[src/rtl/lcd_pixel_fifo.sv]
// Elastic FWFT pixel buffer feeding the LCD pixel writer, with frame position
// tracking, underflow counting and start-of-frame misalignment detection.
module lcd_pixel_fifo #(
  parameter int DEPTH   = 16,
  parameter int HOR_PIX = 4,
  parameter int VER_PIX = 2
) (
  input  logic                       clk_12mhz,
  input  logic                       rst,
  input  logic [23:0]                in_rgb,
  input  logic                       in_sof,
  input  logic                       in_valid,
  output logic                       in_ready,
  input  logic                       flush,
  input  logic                       data_req,
  output logic [23:0]                rgb,
  output logic                       data_valid,
  output logic [$clog2(DEPTH):0]     level,
  output logic [15:0]                underflow_cnt,
  output logic                       sync_err,
  output logic                       frame_done
);
  localparam int AW   = $clog2(DEPTH);
  localparam int CW   = AW + 1;
  localparam int NPIX = HOR_PIX * VER_PIX;
  localparam int PW   = (NPIX > 1) ? $clog2(NPIX) : 1;
  localparam logic [PW-1:0] LAST_PIX = PW'(NPIX - 1);

  logic [24:0]   mem_q [DEPTH];
  logic [AW-1:0] wr_q, wr_d, rd_q, rd_d;
  logic [CW-1:0] cnt_q, cnt_d;
  logic [24:0]   head_q, head_d;
  logic [PW-1:0] pix_q, pix_d;
  logic [15:0]   unf_q, unf_d;
  logic          sync_q, sync_d, fd_q, fd_d;
  logic          push, pop;

  assign in_ready      = (cnt_q != CW'(DEPTH));
  assign data_valid    = (cnt_q != '0);
  assign rgb           = head_q[23:0];
  assign level         = cnt_q;
  assign underflow_cnt = unf_q;
  assign sync_err      = sync_q;
  assign frame_done    = fd_q;

  always_comb begin
    push = in_valid && in_ready;
    pop  = data_req && data_valid;

    wr_d   = wr_q;
    rd_d   = rd_q;
    cnt_d  = cnt_q;
    head_d = head_q;
    if (flush) begin
      wr_d  = '0;
      rd_d  = '0;
      cnt_d = '0;
    end else begin
      wr_d  = wr_q + AW'(push);
      rd_d  = rd_q + AW'(pop);
      cnt_d = cnt_q + CW'(push) - CW'(pop);
      // The head register mirrors mem[rd] so rgb never depends on data_req.
      if (push && ((cnt_q - CW'(pop)) == '0))
        head_d = {in_sof, in_rgb};
      else if (pop && (cnt_q > CW'(1)))
        head_d = mem_q[rd_q + AW'(1)];
    end
  end

  always_comb begin
    pix_d  = pix_q;
    sync_d = 1'b0;
    fd_d   = 1'b0;
    if (flush) begin
      pix_d = '0;
    end else if (pop) begin
      if (head_q[24]) begin
        sync_d = (pix_q != '0);
        if (NPIX == 1) begin
          pix_d = '0;
          fd_d  = 1'b1;
        end else begin
          pix_d = PW'(1);
        end
      end else if (pix_q == LAST_PIX) begin
        pix_d = '0;
        fd_d  = 1'b1;
      end else begin
        pix_d = pix_q + PW'(1);
      end
    end
  end

  always_comb begin
    unf_d = unf_q;
    if (data_req && (cnt_q == '0) && (unf_q != 16'hFFFF))
      unf_d = unf_q + 16'd1;
  end

  always_ff @(posedge clk_12mhz) begin
    if (push && !flush)
      mem_q[wr_q] <= {in_sof, in_rgb};
  end

  always_ff @(posedge clk_12mhz or negedge rst) begin
    if (!rst) begin
      wr_q   <= '0;
      rd_q   <= '0;
      cnt_q  <= '0;
      head_q <= '0;
      pix_q  <= '0;
      unf_q  <= '0;
      sync_q <= 1'b0;
      fd_q   <= 1'b0;
    end else begin
      wr_q   <= wr_d;
      rd_q   <= rd_d;
      cnt_q  <= cnt_d;
      head_q <= head_d;
      pix_q  <= pix_d;
      unf_q  <= unf_d;
      sync_q <= sync_d;
      fd_q   <= fd_d;
    end
  end
endmodule

[config.mk]
export PLATFORM = sky130hd
export DESIGN_NAME = lcd_pixel_fifo
export DESIGN_NICKNAME = d
export VERILOG_FILES = /design/src/rtl/lcd_pixel_fifo.sv
export SDC_FILE = /design/constraint.sdc
export NUM_CORES = 1
export LEC_CHECK = 0
export ABC_CLOCK_PERIOD_IN_PS = 4400
export CORE_MARGIN = 1.5
export CORE_UTILIZATION = 30
export DETAILED_ROUTE_END_ITERATION = 10
export GPL_TIMING_DRIVEN = 0
export PLACE_DENSITY = 0.5
export SLEW_MARGIN = 40
export SYNTH_ARGS = -nofsm -noshare
export SYNTH_HDL_FRONTEND = slang
export SYNTH_SLANG_ARGS = --single-unit
[constraint.sdc]
create_clock -name clk_12mhz -period 4.4 [get_ports clk_12mhz]
set_input_delay 0.88 -clock clk_12mhz [delete_from_list [all_inputs] [get_ports clk_12mhz]]
set_output_delay 0.88 -clock clk_12mhz [all_outputs]
set_load 0.005 [all_outputs]
== Word-level counts from Yosys, hierarchy flattened ==
Memories as Yosys holds them, arrays and structs flattened.
Index checks and enable logic that the tools add are counted.
Widths: inputs -> output; s select.

* Memories kept: 1
* Bits in registers: 59
* Bits of input ports: 30
* Bits in writable memories: 400
* Output and inout bits: 49
* Word-level logic and storage cells: 55

{| class="wikitable"
|+ Memories
! name !! words !! width !! read ports !! clocked after Yosys merged registers in !! write ports !! line !! RTL
|-
| mem_q || 16 || 25 || 1 || 0 || 1 || 29 || <nowiki>logic [24:0] mem_q [DEPTH];</nowiki>
|}

* Order comparisons: 1
* Bitwise operators: 1
* Reduce and logical (&&, ||, !) cells: 15
* Multiplexer cells: 18
* Equality and inequality tests: 3
* Add/subtract/negate cells: 8

{| class="wikitable"
|+ Operator list
! kind !! count
|-
| $mux 25 || 2
|-
| $add 16x1->16 const B || 1
|-
| $ne 16x16->1 const B || 1
|-
| $mux 3 || 4
|-
| $logic_not 5->1 || 2
|-
| $sub 5x1->5 || 2
|-
| $mux 1 || 9
|-
| $add 4x1->4 || 2
|-
| $mux 4 || 2
|-
| $logic_and 1x1->1 || 7
|-
| $add 5x1->5 || 1
|-
| $gt 5x1->1 const B || 1
|-
| $mux 5 || 1
|-
| $ne 5x5->1 const B || 1
|-
| $reduce_bool 5->1 || 1
|-
| $add 4x1->4 const B || 1
|-
| $reduce_bool 2->1 || 2
|-
| $add 3x1->3 const B || 1
|-
| $eq 3x3->1 const B || 1
|-
| $reduce_bool 3->1 || 1
|-
| $reduce_and 2->1 || 1
|-
| $logic_not 1->1 || 1
|-
| $not 1->1 || 1
|}

== Longest topological paths before layout ==
* Depth in word-level cells: 7
* Depth in mapped cells: 14

== Least setup slack after synthesis ==
Ideal clock, no wire load.

* Kind: input-to-reg
* Start point: in flush
* End point: mem mem_q[0][0], enable pin
* Setup slack: 0.741 ns
* Required time: 3.962 ns
* Data arrival time: 3.221 ns
* Stages on the path: 2
* Cells stage by stage: or4_1 -> nor3_1

* Longest elaborated chain between the ends: 4

{| class="wikitable"
|+ RTL lines
! item !! line !! RTL
|-
| start, declared || 14 || <nowiki>input logic flush,</nowiki>
|-
| $logic_not 1->1 || 101 || <nowiki>if (push && !flush)</nowiki>
|-
| $logic_and 1x1->1 || 101 ||
|-
| $mux 1 || 101 ||
|-
| $mux 1 (implied by the code) || 102 || <nowiki>mem_q[wr_q] <= {in_sof, in_rgb};</nowiki>
|-
| end, declared || 29 ||
|}

No other way between the ends.

== Worst setup path after layout ==
* Start point: reg cnt_q[3], in the netlist level[3]
* End point: reg head_q[21]

* Longest elaborated chain between the ends: 7

{| class="wikitable"
|+ RTL lines
! item !! line !! RTL
|-
| start, declared || 31 || <nowiki>logic [CW-1:0] cnt_q, cnt_d;</nowiki>
|-
| start signal, assigned || 118 || <nowiki>cnt_q <= cnt_d;</nowiki>
|-
| $reduce_bool 5->1 || 39 || <nowiki>assign data_valid = (cnt_q != '0);</nowiki>
|-
| $logic_and 1x1->1 || 48 || <nowiki>pop = data_req && data_valid;</nowiki>
|-
| $sub 5x1->5 || 63 || <nowiki>if (push && ((cnt_q - CW'(pop)) == '0))</nowiki>
|-
| $logic_not 5->1 || 63 ||
|-
| $logic_and 1x1->1 || 63 ||
|-
| $reduce_bool 2->1 (no line) || n/a ||
|-
| $reduce_and 2->1 (no line) || n/a ||
|-
| end signal, assigned || 110 || <nowiki>head_q <= '0;</nowiki>
|-
| end signal, assigned || 119 || <nowiki>head_q <= head_d;</nowiki>
|-
| end, declared || 32 || <nowiki>logic [24:0] head_q, head_d;</nowiki>
|}

Several ways; a longest one is shown, not always the timed one.
A chain may end at the register's enable or synchronous reset.

==> results by group <==
Timing
  • Fin. max-slew vios: 0
  • Hold Worst Slack: 0.128 ns
  • Post-layout min period: 3.89 ns
  • Final setup viols: 0
  • Final worst-path cycle share: 0.884
  • Worst slew pin tran: 0.844 ns
  • Slew headroom: 0.437
  • Final WS setup: 0.510 ns
  • Highest clock rate: 0.257 GHz
  • RSZ-0062 raised after global routing: false
  • Final hold viol count: 0
  • Clk_skew: 0.0263 ns

Synthesis
  • Multiplexer share of the synthesized area: 0.120
  • Warnings, synthesis: 0
  • Top-count cell post-synth: edfxtp_1
  • Share of the synthesized area in the top cell type: 0.639
  • Avg Inst Size Synth: 18.3 um^2
  • Post-Synth Adder-Cell Area: 0.0144
  • Yosys cell types: 58
  • Commonest cells in the netlist: edfxtp_1 (400), mux4_2 (100), dfrtp_1 (59), a21boi_0 (43), nor2b_1 (43)
  • Xor-xnor portion of the synthesized cell area: 0.0106
  • Post-synth EDFFs: 400
  • Async SR Flop Fraction: 0.129
  • Syn Std Cell Area: 0.0188 mm^2
  • Seq/Total Area, Yosys: 0.717
  • Yosys reg bits: 459
  • Post-Syn Nets: 1076
  • Gate Count Post-Synth: 1025
  • Post-Synth Simple-Gate Area: 0.0686
  • Ys flop type: edfxtp_1
  • Area leader, netlist: edfxtp_1
  • Synth Area in Compound Gates: 0.0426
  • Largest cells by area after synthesis: edfxtp_1 (64%), mux4_2 (12%), dfrtp_1 (7.9%), a21boi_0 (1.7%), nor2b_1 (1.4%)
  • Largest family of logic cells by synthesized area: multiplexers

Finish
  • Fin nets: 1246
  • Post-layout util: 0.373
  • Fill cells: 5688
  • # diodes: 0
  • Final instance area: 0.0230 mm^2
  • Area delta synth->final: 22.6%
  • Share of cells above drive strength 1: 0.243

Clocking
  • Longest Clk Path Bufs: 3
  • Total CTS buffers: 50
  • Worst-path clk slew: 0.06 ns
  • Root buffer cell: clkbuf_16
  • CTS tree: done
  • Clk sinks: 459
  • CTS Hold Bufs: 0
  • Post-CTS Setup Repair Bufs: 0
  • Htree depth: 2
  • Clock Latency Late Sink: 0.61 ns

Detailed routing
  • Via count: 10098
  • Final ANT Viol Nets: 0
  • DRC: 0
  • WL/cell: 23.3 um
  • DRT Pass-1 Iters: 5
  • Post-Route WL: 48.3 mm
  • Vias per cell: 4.87
  • DR iter-0 viols: 855

Placement
  • GPL Wtd Cong: 0.746
  • Pre-CTS WS: -0.00683 ns
  • Detailed placement HPWL: 31.4 mm
  • Port Buf Inserts: 78
  • Placed Area: 0.0212 mm^2

Worst setup path
  • Worst-path maximum fanout: 10
  • Setup crit start: level[3]$_DFF_PN0_
  • Setup CP Type: flop to flop
  • Reg2reg end: head_q[21]$_DFFE_PN0P_
  • R2R Path Start: level[3]$_DFF_PN0_
  • Crit start category: flop
  • Worst Setup End Kind: flop
  • Critical Path RT: 4.87 ns
  • Cells on worst reg2reg path: 14
  • Worst Setup EP: head_q[21]$_DFFE_PN0P_
  • CP Data Arrival Time: 4.36 ns
  • FF-to-FF setup slack: 0.51 ns

Floorplanning
  • Die Ht: 253 um
  • I/O pin count: 79
  • Cell Rows: 91
  • Initial Util: 0.304
  • Core area: 0.0618 mm^2
  • Die X: 253 um
  • Die Area: 0.0642 mm^2

Power
  • Pleak: 7.62 nW
  • PwrDens: 575 mW/mm^2
  • Worst ir drop on vdd: 0.000311 V

Global routing
  • Vias in the first global route: 10660
  • Pin count of the biggest net entering global routing: 42
  • First-pass GRT wire length: 71.9 mm
  • Gr usage total: 0.154
  • Initial antenna violation count: 0
  • Grt ovf: 0

Worst hold path
  • Hold crit path type: input pin to asynchronous set/reset pin

Run
  • # Max-Cap Violations: 0

Status
  • Outcome: finished, final reports clean
power breakdown:
group          internal (mW)  switching (mW)
registers               4.96           0.220
clock network           2.73            1.77
logic                   1.78            1.80
worst min-delay path by stage:
stage | start | endpoint | slack (ns) | depth (start not counted)
global route | rst | frame_done$_DFF_PN0_ | 0.13 | 1
global placement | underflow_cnt[15]$_DFFE_PN0P_ | underflow_cnt[15]$_DFFE_PN0P_ | 0.49 | 1
CTS | rst | frame_done$_DFF_PN0_ | 0.10 | 1
finish | rst | frame_done$_DFF_PN0_ | 0.13 | 1
floorplan | underflow_cnt[5]$_DFFE_PN0P_ | underflow_cnt[5]$_DFFE_PN0P_ | 0.48 | 1
detailed placement | underflow_cnt[15]$_DFFE_PN0P_ | underflow_cnt[15]$_DFFE_PN0P_ | 0.50 | 1
critical path, stage by stage (launching register included):
cell and delay (ns):
dfrtp_1 0.42, inv_1 0.18, ha_1 0.27, or4b_1 0.44, clkbuf_1 0.14, nand2_1 0.28, inv_1 0.16, ha_1 0.24
nand2b_1 0.08, a21boi_1 0.13, xnor2_4 0.40, and3_1 0.22, buf_2 0.26, clkbuf_2 0.37, o221ai_1 0.16
what timing repair did:
item	CTS	global route
resized for setup	0	6
hold endpoints to repair	0	0
setup endpoints to repair	0	20
layer usage:
metal | GRT usage | vias to the layer above | share of wire
met5 | 0 | - | 0
met4 | 0.0452 | 0 | 0.021
met3 | 0.0233 | 71 | 0.048
met2 | 0.250 | 240 | 0.48
met1 | 0.213 | 5360 | 0.45
li1 | - | 4427 | -
layout make-up:
type | instances | area [um^2] | area share
Clock inverter | 33 | 470 | 0.0204
Multi-Input combinational cell | 467 | 4950 | 0.215
Inverter | 21 | 78.8 | 0.00342
Clock buffer | 61 | 1310 | 0.0570
Buffer | 78 | 415 | 0.0180
Timing Repair Buffer | 118 | 1280 | 0.0554
Tap cell | 837 | 1050 | 0.0454
Sequential cell | 459 | 13500 | 0.585
cells in the final DEF, fill, tap and decap left out, types with 10 or more instances in the layout:
cell type and instances:
a21boi_0 43, and2b_1 12, buf_2 26, buf_4 37, buf_8 13, bufinv_16 10
clkbuf_1 39, clkbuf_16 51, clkdlybuf4s50_1 77, dfrtp_1 59, edfxtp_1 400, ha_1 20
inv_1 18, mux4_2 100, nand2_1 38, nand4_1 29, nor2_1 23, nor2_4 13
nor2b_1 43, nor4_1 18, o221ai_1 25, xnor2_1 13
state kept, by name, indices dropped and copies added, names as in the netlist:
| register | cells |
|---|---|
| head_q | 25 |
| frame_done | 1 |
| sync_err | 1 |
| rd_q | 4 |
| pix_q | 3 |
| level | 5 |
| underflow_cnt | 16 |
| mem_q | 400 |
| wr_q | 4 |
per-stage QoR:
| stage | setup TNS (ns) | cells | power, mW |
|---|---|---|---|
| after floorplan | 0 | 1025 | 7.50 |
| after global placement | -426.35 | 1940 | 8.84 |
| after detailed placement | -0.00683 | 1980 | 8.90 |
| after CTS | 0 | 2074 | 13.4 |
| after global routing | 0 | 2074 | 13.9 |
| final | 0 | 2074 | 13.3 |
kinds of logic after synthesis:
logic type | count (synthesis)
flops | 459
buf+inv | 99
xor+xnor | 22
simple gates | 223
compound gates | 100
fa+ha+maj | 21
mux | 101
(Power assumes the default switching activity.)
